[config.mk]
export PLATFORM = sky130hd
export DESIGN_NAME = wb_port_arb
export DESIGN_NICKNAME = d
export VERILOG_FILES = /design/src/rtl/wb_port_arb.sv
export SDC_FILE = /design/constraint.sdc
export NUM_CORES = 1
export LEC_CHECK = 0
export ABC_AREA = 0
export CAP_MARGIN = 10
export CELL_PAD_IN_SITES_DETAIL_PLACEMENT = 1
export CELL_PAD_IN_SITES_GLOBAL_PLACEMENT = 1
export CORE_MARGIN = 3
export CORE_UTILIZATION = 41
export DETAILED_ROUTE_END_ITERATION = 10
export PLACE_DENSITY_LB_ADDON = 0.1
export SYNTH_ARGS = -nofsm -noshare
export SYNTH_HDL_FRONTEND = slang
export SYNTH_SLANG_ARGS = --single-unit
[constraint.sdc]
create_clock -name clk -period 4.2 [get_ports clk]
set_input_delay 0.42 -clock clk [delete_from_list [all_inputs] [get_ports clk]]
set_output_delay 0.42 -clock clk [all_outputs]
set_load 0.02 [all_outputs]
[src/rtl/wb_port_arb.sv]
// wb_port_arb: shares the single register-file write port between the
// pipeline write-back and a FIFO of multi-cycle (mul/div) results.
// The pipeline has priority unless the FIFO head has been denied
// STARVE_MAX cycles, in which case write-back is stalled for one cycle.
`timescale 1ns/1ps
module wb_port_arb #(
  parameter int unsigned DEPTH      = 2,
  parameter int unsigned STARVE_MAX = 4
) (
  input  logic                    clk,
  input  logic                    rst,
  input  logic                    ws_reg_wen,
  input  logic [4:0]              ws_rd,
  input  logic [31:0]             ws_reg_wdata,
  input  logic                    md_valid,
  output logic                    md_ready,
  input  logic [4:0]              md_rd,
  input  logic [31:0]             md_wdata,
  output logic                    rf_wen,
  output logic [4:0]              rf_waddr,
  output logic [31:0]             rf_wdata,
  output logic                    ws_stall,
  output logic [31:0]             md_pend_mask,
  output logic [$clog2(DEPTH):0]  md_count
);

  localparam int unsigned PW = $clog2(DEPTH);
  localparam int unsigned CW = PW + 1;
  localparam logic [CW-1:0] FULL_CNT   = CW'(DEPTH);
  localparam logic [3:0]    STARVE_LIM = 4'(STARVE_MAX);

  logic [4:0]    rd_mem   [DEPTH];
  logic [31:0]   data_mem [DEPTH];
  logic [PW-1:0] rd_ptr;
  logic [PW-1:0] wr_ptr;
  logic [CW-1:0] count;
  logic [3:0]    starve_cnt;
  logic          rst_q;
  logic [CW-1:0] pend_cnt [32];

  logic        empty;
  logic        full;
  logic        pipe_req;
  logic        starve;
  logic        head_sel;
  logic        push;
  logic        pop;
  logic [4:0]  head_rd;
  logic [31:0] head_data;

  // Port arbitration and handshake; stall and ready use registered state only.
  always_comb begin
    empty     = (count == '0);
    full      = (count == FULL_CNT);
    head_rd   = rd_mem[rd_ptr];
    head_data = data_mem[rd_ptr];
    pipe_req  = ws_reg_wen && (ws_rd != 5'd0);
    starve    = !empty && (starve_cnt == STARVE_LIM);
    ws_stall  = starve;
    // rst_q keeps the FIFO closed while reset is being held.
    md_ready  = !full && !rst_q;
    head_sel  = starve || !pipe_req;
    push      = !rst && md_valid && md_ready && (md_rd != 5'd0);
    pop       = !rst && !empty && head_sel;
    rf_wen    = !rst && (pipe_req || !empty);
    if (head_sel) begin
      rf_waddr = head_rd;
      rf_wdata = head_data;
    end else begin
      rf_waddr = ws_rd;
      rf_wdata = ws_reg_wdata;
    end
    md_count  = count;
  end

  // FIFO pointers, occupancy and head starvation counter.
  always_ff @(posedge clk) begin
    rst_q <= rst;
    if (rst) begin
      rd_ptr     <= '0;
      wr_ptr     <= '0;
      count      <= '0;
      starve_cnt <= '0;
    end else begin
      if (push) wr_ptr <= wr_ptr + 1'b1;
      if (pop)  rd_ptr <= rd_ptr + 1'b1;
      if (push && !pop)      count <= count + 1'b1;
      else if (pop && !push) count <= count - 1'b1;
      if (empty || pop)                 starve_cnt <= '0;
      else if (starve_cnt != STARVE_LIM) starve_cnt <= starve_cnt + 1'b1;
    end
  end

  // FIFO storage, written at the tail on push.
  always_ff @(posedge clk) begin
    if (push) begin
      rd_mem[wr_ptr]   <= md_rd;
      data_mem[wr_ptr] <= md_wdata;
    end
  end

  // Per-register count of buffered results; x0 is never enqueued.
  always_ff @(posedge clk) begin
    for (int unsigned r = 1; r < 32; r++) begin
      if (rst)
        pend_cnt[r] <= '0;
      else if (push && md_rd == 5'(r) && !(pop && head_rd == 5'(r)))
        pend_cnt[r] <= pend_cnt[r] + 1'b1;
      else if (pop && head_rd == 5'(r) && !(push && md_rd == 5'(r)))
        pend_cnt[r] <= pend_cnt[r] - 1'b1;
    end
    pend_cnt[0] <= '0;
  end

  // Pending mask for the hazard unit.
  always_comb begin
    md_pend_mask = '0;
    for (int unsigned r = 1; r < 32; r++)
      md_pend_mask[r] = (pend_cnt[r] != '0);
  end

endmodule

* After elaboration in Yosys (flattened, before gate mapping)
Memories as Yosys holds them, arrays and structs flattened. A register that Yosys moved wholly into a read port is not among the register bits.
Cells that the tools add are included.
Widths: inputs -> output; s select.
** Word-level totals
- Register bits after elaboration :: 9
- Memories kept :: 3
- RAM bits :: 138
- Word-level logic and storage cells :: 736
** Cells by class
- Eq/ne operators :: 65
- Add/subtract/negate cells :: 67
- Bitwise operators :: 62
- Reductions and logical operators :: 243
- Muxes and demuxes :: 291
** Memories
- data_mem :: words 2, width 32, read ports 1, clocked after memory_dff 1, wr ports 1, line 33 : logic [31:0] data_mem [DEPTH];
- pend_cnt :: words 32, width 2, read ports 31, clocked after memory_dff 0, wr ports 32, line 39 : logic [CW-1:0] pend_cnt [32];
- rd_mem :: words 2, width 5, read ports 1, clocked after memory_dff 1, wr ports 1, line 32 : logic [4:0] rd_mem [DEPTH];
** Operator list (number)
- $mux 1 :: 225
- $eq 5x5->1 const B :: 32
- $logic_and 1x1->1 :: 135
- $mux 2 :: 64
- $eq 5x4->1 const B :: 16
- $logic_not 1->1 :: 69
- $add 2x1->2 const B :: 32
- $reduce_bool 2->1 :: 32
- $sub 2x1->2 const B :: 32
- $or 1x1->1 :: 62
- $eq 5x3->1 const B :: 8
- $mux 32 :: 1
- $eq 5x2->1 const B :: 4
- $eq 5x1->1 const B :: 2
- $reduce_bool 5->1 :: 2
- $mux 5 :: 1
- $add 4x1->4 const B :: 1
- $eq 4x3->1 const B :: 1
- $ne 4x3->1 const B :: 1
- $logic_or 1x1->1 :: 3
- $add 1x1->1 const B :: 2
- $eq 2x2->1 const B :: 1
- $logic_not 2->1 :: 1
- $reduce_or 2->1 :: 1

* Longest topological paths before layout
- Depth in word-level cells :: 13
- Mapped depth :: 9
- Mapped depth without buffers :: 9

* Worst setup path after synthesis
Ideal clock, no wire load.
- Path kind :: reg-to-reg
- Start :: reg count[0] (netlist: md_count[0])
- End :: mem data_mem[0][0] (enable)
- Clock period less this slack :: 3.376 ns
- Data arrival time :: 2.940 ns
- Path buffers :: 1
- Data required time :: 3.764 ns
- Cell stages (with the launch flop) :: 6
- Setup slack :: 0.824 ns
- Path through :: dfxtp_1 -> clkbuf_1 -> nor2b_1 -> nor4b_1 -> o21a_1 -> nor2b_1
** Between the ends
- Longest elaborated chain between the ends :: 7
** RTL lines
- start: declaration :: line 36 : logic [CW-1:0] count;
- start signal: assignment :: line 87 : if (push && !pop) count <= count + 1'b1;
- start signal: assignment :: line 88 : else if (pop && !push) count <= count - 1'b1;
- $eq 2x2->1 :: line 54 : full = (count == FULL_CNT);
- $logic_not 1->1 :: line 61 : md_ready = !full && !rst_q;
- $logic_and 1x1->1 :: line 61
- $logic_and 1x1->1 (2 in series) :: line 63 : push = !rst && md_valid && md_ready && (md_rd != 5'd0);
- named net push :: line 46 : logic push;
- $mux 1 :: line 96 : if (push) begin
- $mux 1 (implied by the code) :: line 98 : data_mem[wr_ptr] <= md_wdata;
- end: declaration :: line 33
The timed path passes the listed nets, and every way through them passes these cells.

* Final worst setup path
- Start :: in ws_rd[0]
- End :: out rf_wdata[1]
** Between the ends
- Longest elaborated chain between the ends :: 5
** RTL lines
- start: declaration :: line 13 : input logic [4:0] ws_rd,
- $reduce_bool 5->1 :: line 57 : pipe_req = ws_reg_wen && (ws_rd != 5'd0);
- $logic_and 1x1->1 :: line 57
- $logic_not 1->1 :: line 62 : head_sel = starve || !pipe_req;
- $logic_or 1x1->1 :: line 62
- $mux 32 :: line 66 : if (head_sel) begin
- end: declaration :: line 21 : output logic [31:0] rf_wdata,
Every way passes these cells.

==> results.txt <==
- The flow ran to the end, and the final reports show no timing, DRC or antenna violations.
- In this run the core area contains 49 standard-cell rows.
- Top Family by Delay on Critical Path: buffers and inverters
- Setup violations remaining at the end of the flow were counted as 0.
- Setup repair after global routing left no endpoint under its margin.
* Largest net degree at the start of global routing: 75
* Floorplan die width: 144 µm
- STA classifies the critical path startpoint as a primary input.
- The worst-case IR drop observed on VDD is 0.280 mV.
* Post-Syn Nets: approximately 850
* Final TNS setup: 0 ps
* Proportion of synthesized area in mux cells: 0.0680
* Std-Cell Core Area: 18300 µm²
- The worst setup path is captured at a primary output.
- Count of endpoints failing hold in the final timing report: 0
- Of the total synthesized cell area, the portion taken by AND, OR, NAND and NOR gates is 0.165.
- Nets: 1000
- Tcrit/Tclk final: 0.796
- Residual DRC: 0
* Cell count after placement: 1098
* Fraction of the core area covered by cells at the end of the flow: 0.555
- For the finished layout, the period the worst path requires is roughly 3300 ps.
- STA puts the critical path data arrival time at slightly below 3000 ps.
- Of the cells placed in the final design, the portion with a size suffix greater than 1 is 0.0578.
- Post-synth EDFFs: ~140
- Averaged over all synthesized cells, the footprint is about 11 µm².
- Yosys printed 0 warnings.
- Port Buf Inserts: 150
- Effective utilization at floorplan: 0.427
- Antenna-violating nets left: 0
* Number of distinct library cell variants in the gate-level netlist after synthesis: 50
* Pre-CTS setup slack: 873 ps
* Layout Cell Area excl Fill: between 10000 and 15000 µm²
- Counting the buffers created by CTS gives 17.
- Register bit count reported by yosys: between 100 and 150
- Worst relative slew slack: 0.354
- Length of the first detailed-routing pass in iterations: 4
- The clock arrives with about 11 ps of skew.
* Synth Cell Area: a little under 8000 µm²
- Worst-case setup margin in the final layout: roughly 860 ps
- The root buffer cell chosen for the clock tree is clkbuf_16.
- In the routed layout, each cell is associated on average with a via count of roughly 5.2.
* Leakage component of the power: between 3 and 4 nW
- Max-cap violations in this run came to 0.
* Crit path cell chain: clkdlybuf4s50_1 > or4_4 > o221ai_4 > buf_12 > nor2_1 > a21oi_1 > clkdlybuf4s50_1
- Half-perimeter wire length after detailed placement: 14900 µm
- For this block, the initial DRC count from the detailed router was roughly 250.
- Area growth syn-to-layout: 30.1%
* Global-route wire length before repair: 32400 µm
- Max frequency: 299 MHz
- Synthesized instance count: roughly 730
- Worst stage delay on the critical path: 630 ps
* Number of standard cells in the final layout excluding fillers: around 1100
* Insertion delay to the later sink of the worst-skew pair: around 420 ps
- Cell with the largest stage delay on the worst path: clkdlybuf4s50_1
- The number of buffers and inverters on the critical path is 3.
- Number of clock sinks: roughly 150
- For the worst setup path, the data required time is ~3800 ps.
* Hold Crit Class: reg2reg
- TritonCTS clock tree: yes
- After detailed routing, the total wire length is 19900 µm.
- Die area: 20800 µm²
* Power after layout: roughly 3.7 mW
- Via count of the first global-routing pass: 6464
- Of the total synthesized cell area, the portion taken by XOR and XNOR cells is 0.0235.
- The total overflow left after global routing is 0.
- The initial antenna violation count was 1.
- The tightest hold path in the finished design has a slack of 474 ps.
* Primary FF master, synth: edfxtp_1
- Dividing total power by cell area gives a power density of between 300 and 400 nW/µm².
- Post-cts hold buffer count: 0
- In this run the count of I/O pins placed on the die edge is 152.
- Of the total synthesized cell area, the portion taken by full adders, half adders and majority gates is 0.0544.
- GRT Util Overall: 0.199
- In this run the number of H-tree levels came out at 4.
* Buffer count from post-CTS setup fixing: 0
- Global placement routability congestion: 0.794
- Final routed wire length divided by cell count: approximately 18 µm
- The placed instances occupy a cell area of between 9000 and 10000 µm².
- The clock passes through at most 2 buffers.
- The number of gates resized after CTS was 0.
* Worst-margin pin slew: approximately 970 ps
- Across all layers, the routed design uses 5900 vias.
- Counting stages on the worst path, the most repeated cell is clkdlybuf4s50_1.
- Sequential fraction of the synthesis area: 0.548
- The die is roughly 140 µm tall.
- The critical path in this run is classified as in2out.
* Number of max-slew violations in the final report: 0
- Clock-pin slew was measured on the worst setup and hold paths at 60 ps.
- Compound-gate portion of the synthesized area: 0.0816
- Share of synthesized registers carrying an async set or reset: 0
- Combinational family with the most area after synthesis: simple AND/OR/NAND/NOR gates
- Critical path fanouts, max: between 70 and 80
## sequential cells by signal, summed over array words and instances (netlist names), named ones only
register / flops
data_mem: 64
md_count: 2
wr_ptr: 1
rd_mem: 10
rd_ptr: 1
rst_q: 1
starve_cnt: 4
pend_cnt: 62
## synthesized netlist by cell type, types with 2 or more instances
cell      number  share of area
o211ai_1       7         0.0067
xnor2_1       10          0.011
nor3_1        11         0.0070
ha_1          34          0.054
nand3_1       22          0.014
nor2_1        91          0.044
a21oi_1       61          0.039
or3b_2         2         0.0022
inv_1         97          0.047
edfxtp_1     136           0.52
dfxtp_1       10          0.026
nor2b_1        4         0.0032
o21ai_0       27          0.017
nor3b_1        6         0.0058
o22ai_1        5         0.0040
clkbuf_1       7         0.0034
buf_1          6         0.0029
nand4_1        2         0.0016
xor2_1        11          0.012
nand2_1       32          0.015
or3_1         17          0.014
buf_2          7         0.0045
and2_1         6         0.0048
mux2i_1       52          0.067
nand2b_1      17          0.014
nand3b_1      25          0.024
or2b_1         2         0.0019
buf_4          2         0.0019
o21a_1         2         0.0019
and3b_1        3         0.0034
## worst reg2reg max path, cell delays in order (launching register included)
cell	delay [ps]
dfxtp_2	680
buf_4	570
nor3b_1	270
o21ai_0	240
nand2b_1	390
or3_1	500
nand3b_1	140
## path summary, 6_finish.rpt
kind / cells past startpoint / slack [ps] / startpoint / to
setup reg to reg: 6 / 1120 / register / pend_cnt[2][0]
setup / recovery: 7 / 860 / ws_rd[0] / rf_wdata[1]
hold reg to reg: 1 / 470 / starve_cnt[0] / starve_cnt[0]
hold / removal: 1 / 470 / starve_cnt[0] / starve_cnt[0]
## cell type report
class / count / area, µm²
antenna: 1 / 2.50
clock buffer: 17 / 425
clock inverter: 14 / 141
fill: 1955 / 8160
inverter: 97 / 364
multi-input combinational: 469 / 3100
sequential: 146 / 4290
tap: 229 / 287
timing repair buffer: 157 / 1570
## cell families after synthesis
kind of cell | Yosys count
other cells | 1
compound gates | 112
buf+inv | 119
flops | 146
xor+xnor | 21
fa+ha+maj | 34
simple gates | 248
mux | 53
## power by group
part	switching (mW)	internal, mW	leakage, nW
clock	0.650	0.830	0.271
sequential	0.0304	1.64	1.39
combinational	0.276	0.243	2.10
total	0.957	2.71	3.77
## routing by layer
layer,global-route usage,part of all wire
met1,0.241,0.42
met2,0.349,0.50
met5,0,0
met4,0.0610,0.014
met3,0.0522,0.060
## cells in the final DEF, fill, tap and decap left out, types with 17 or more instances in the layout
cell | Yosys | routed
nand2b_1 | 17 | 17
nand3b_1 | 25 | 25
nor2_1 | 91 | 91
clkbuf_16 | 0 | 17
nand2_1 | 32 | 32
clkdlybuf4s50_1 | 0 | 150
ha_1 | 34 | 34
or3_1 | 17 | 17
a21oi_1 | 61 | 61
mux2i_1 | 52 | 52
inv_1 | 97 | 97
o21ai_0 | 27 | 27
nand3_1 | 22 | 22
edfxtp_1 | 136 | 136
Note: power is estimated with default switching activity, not from simulation.
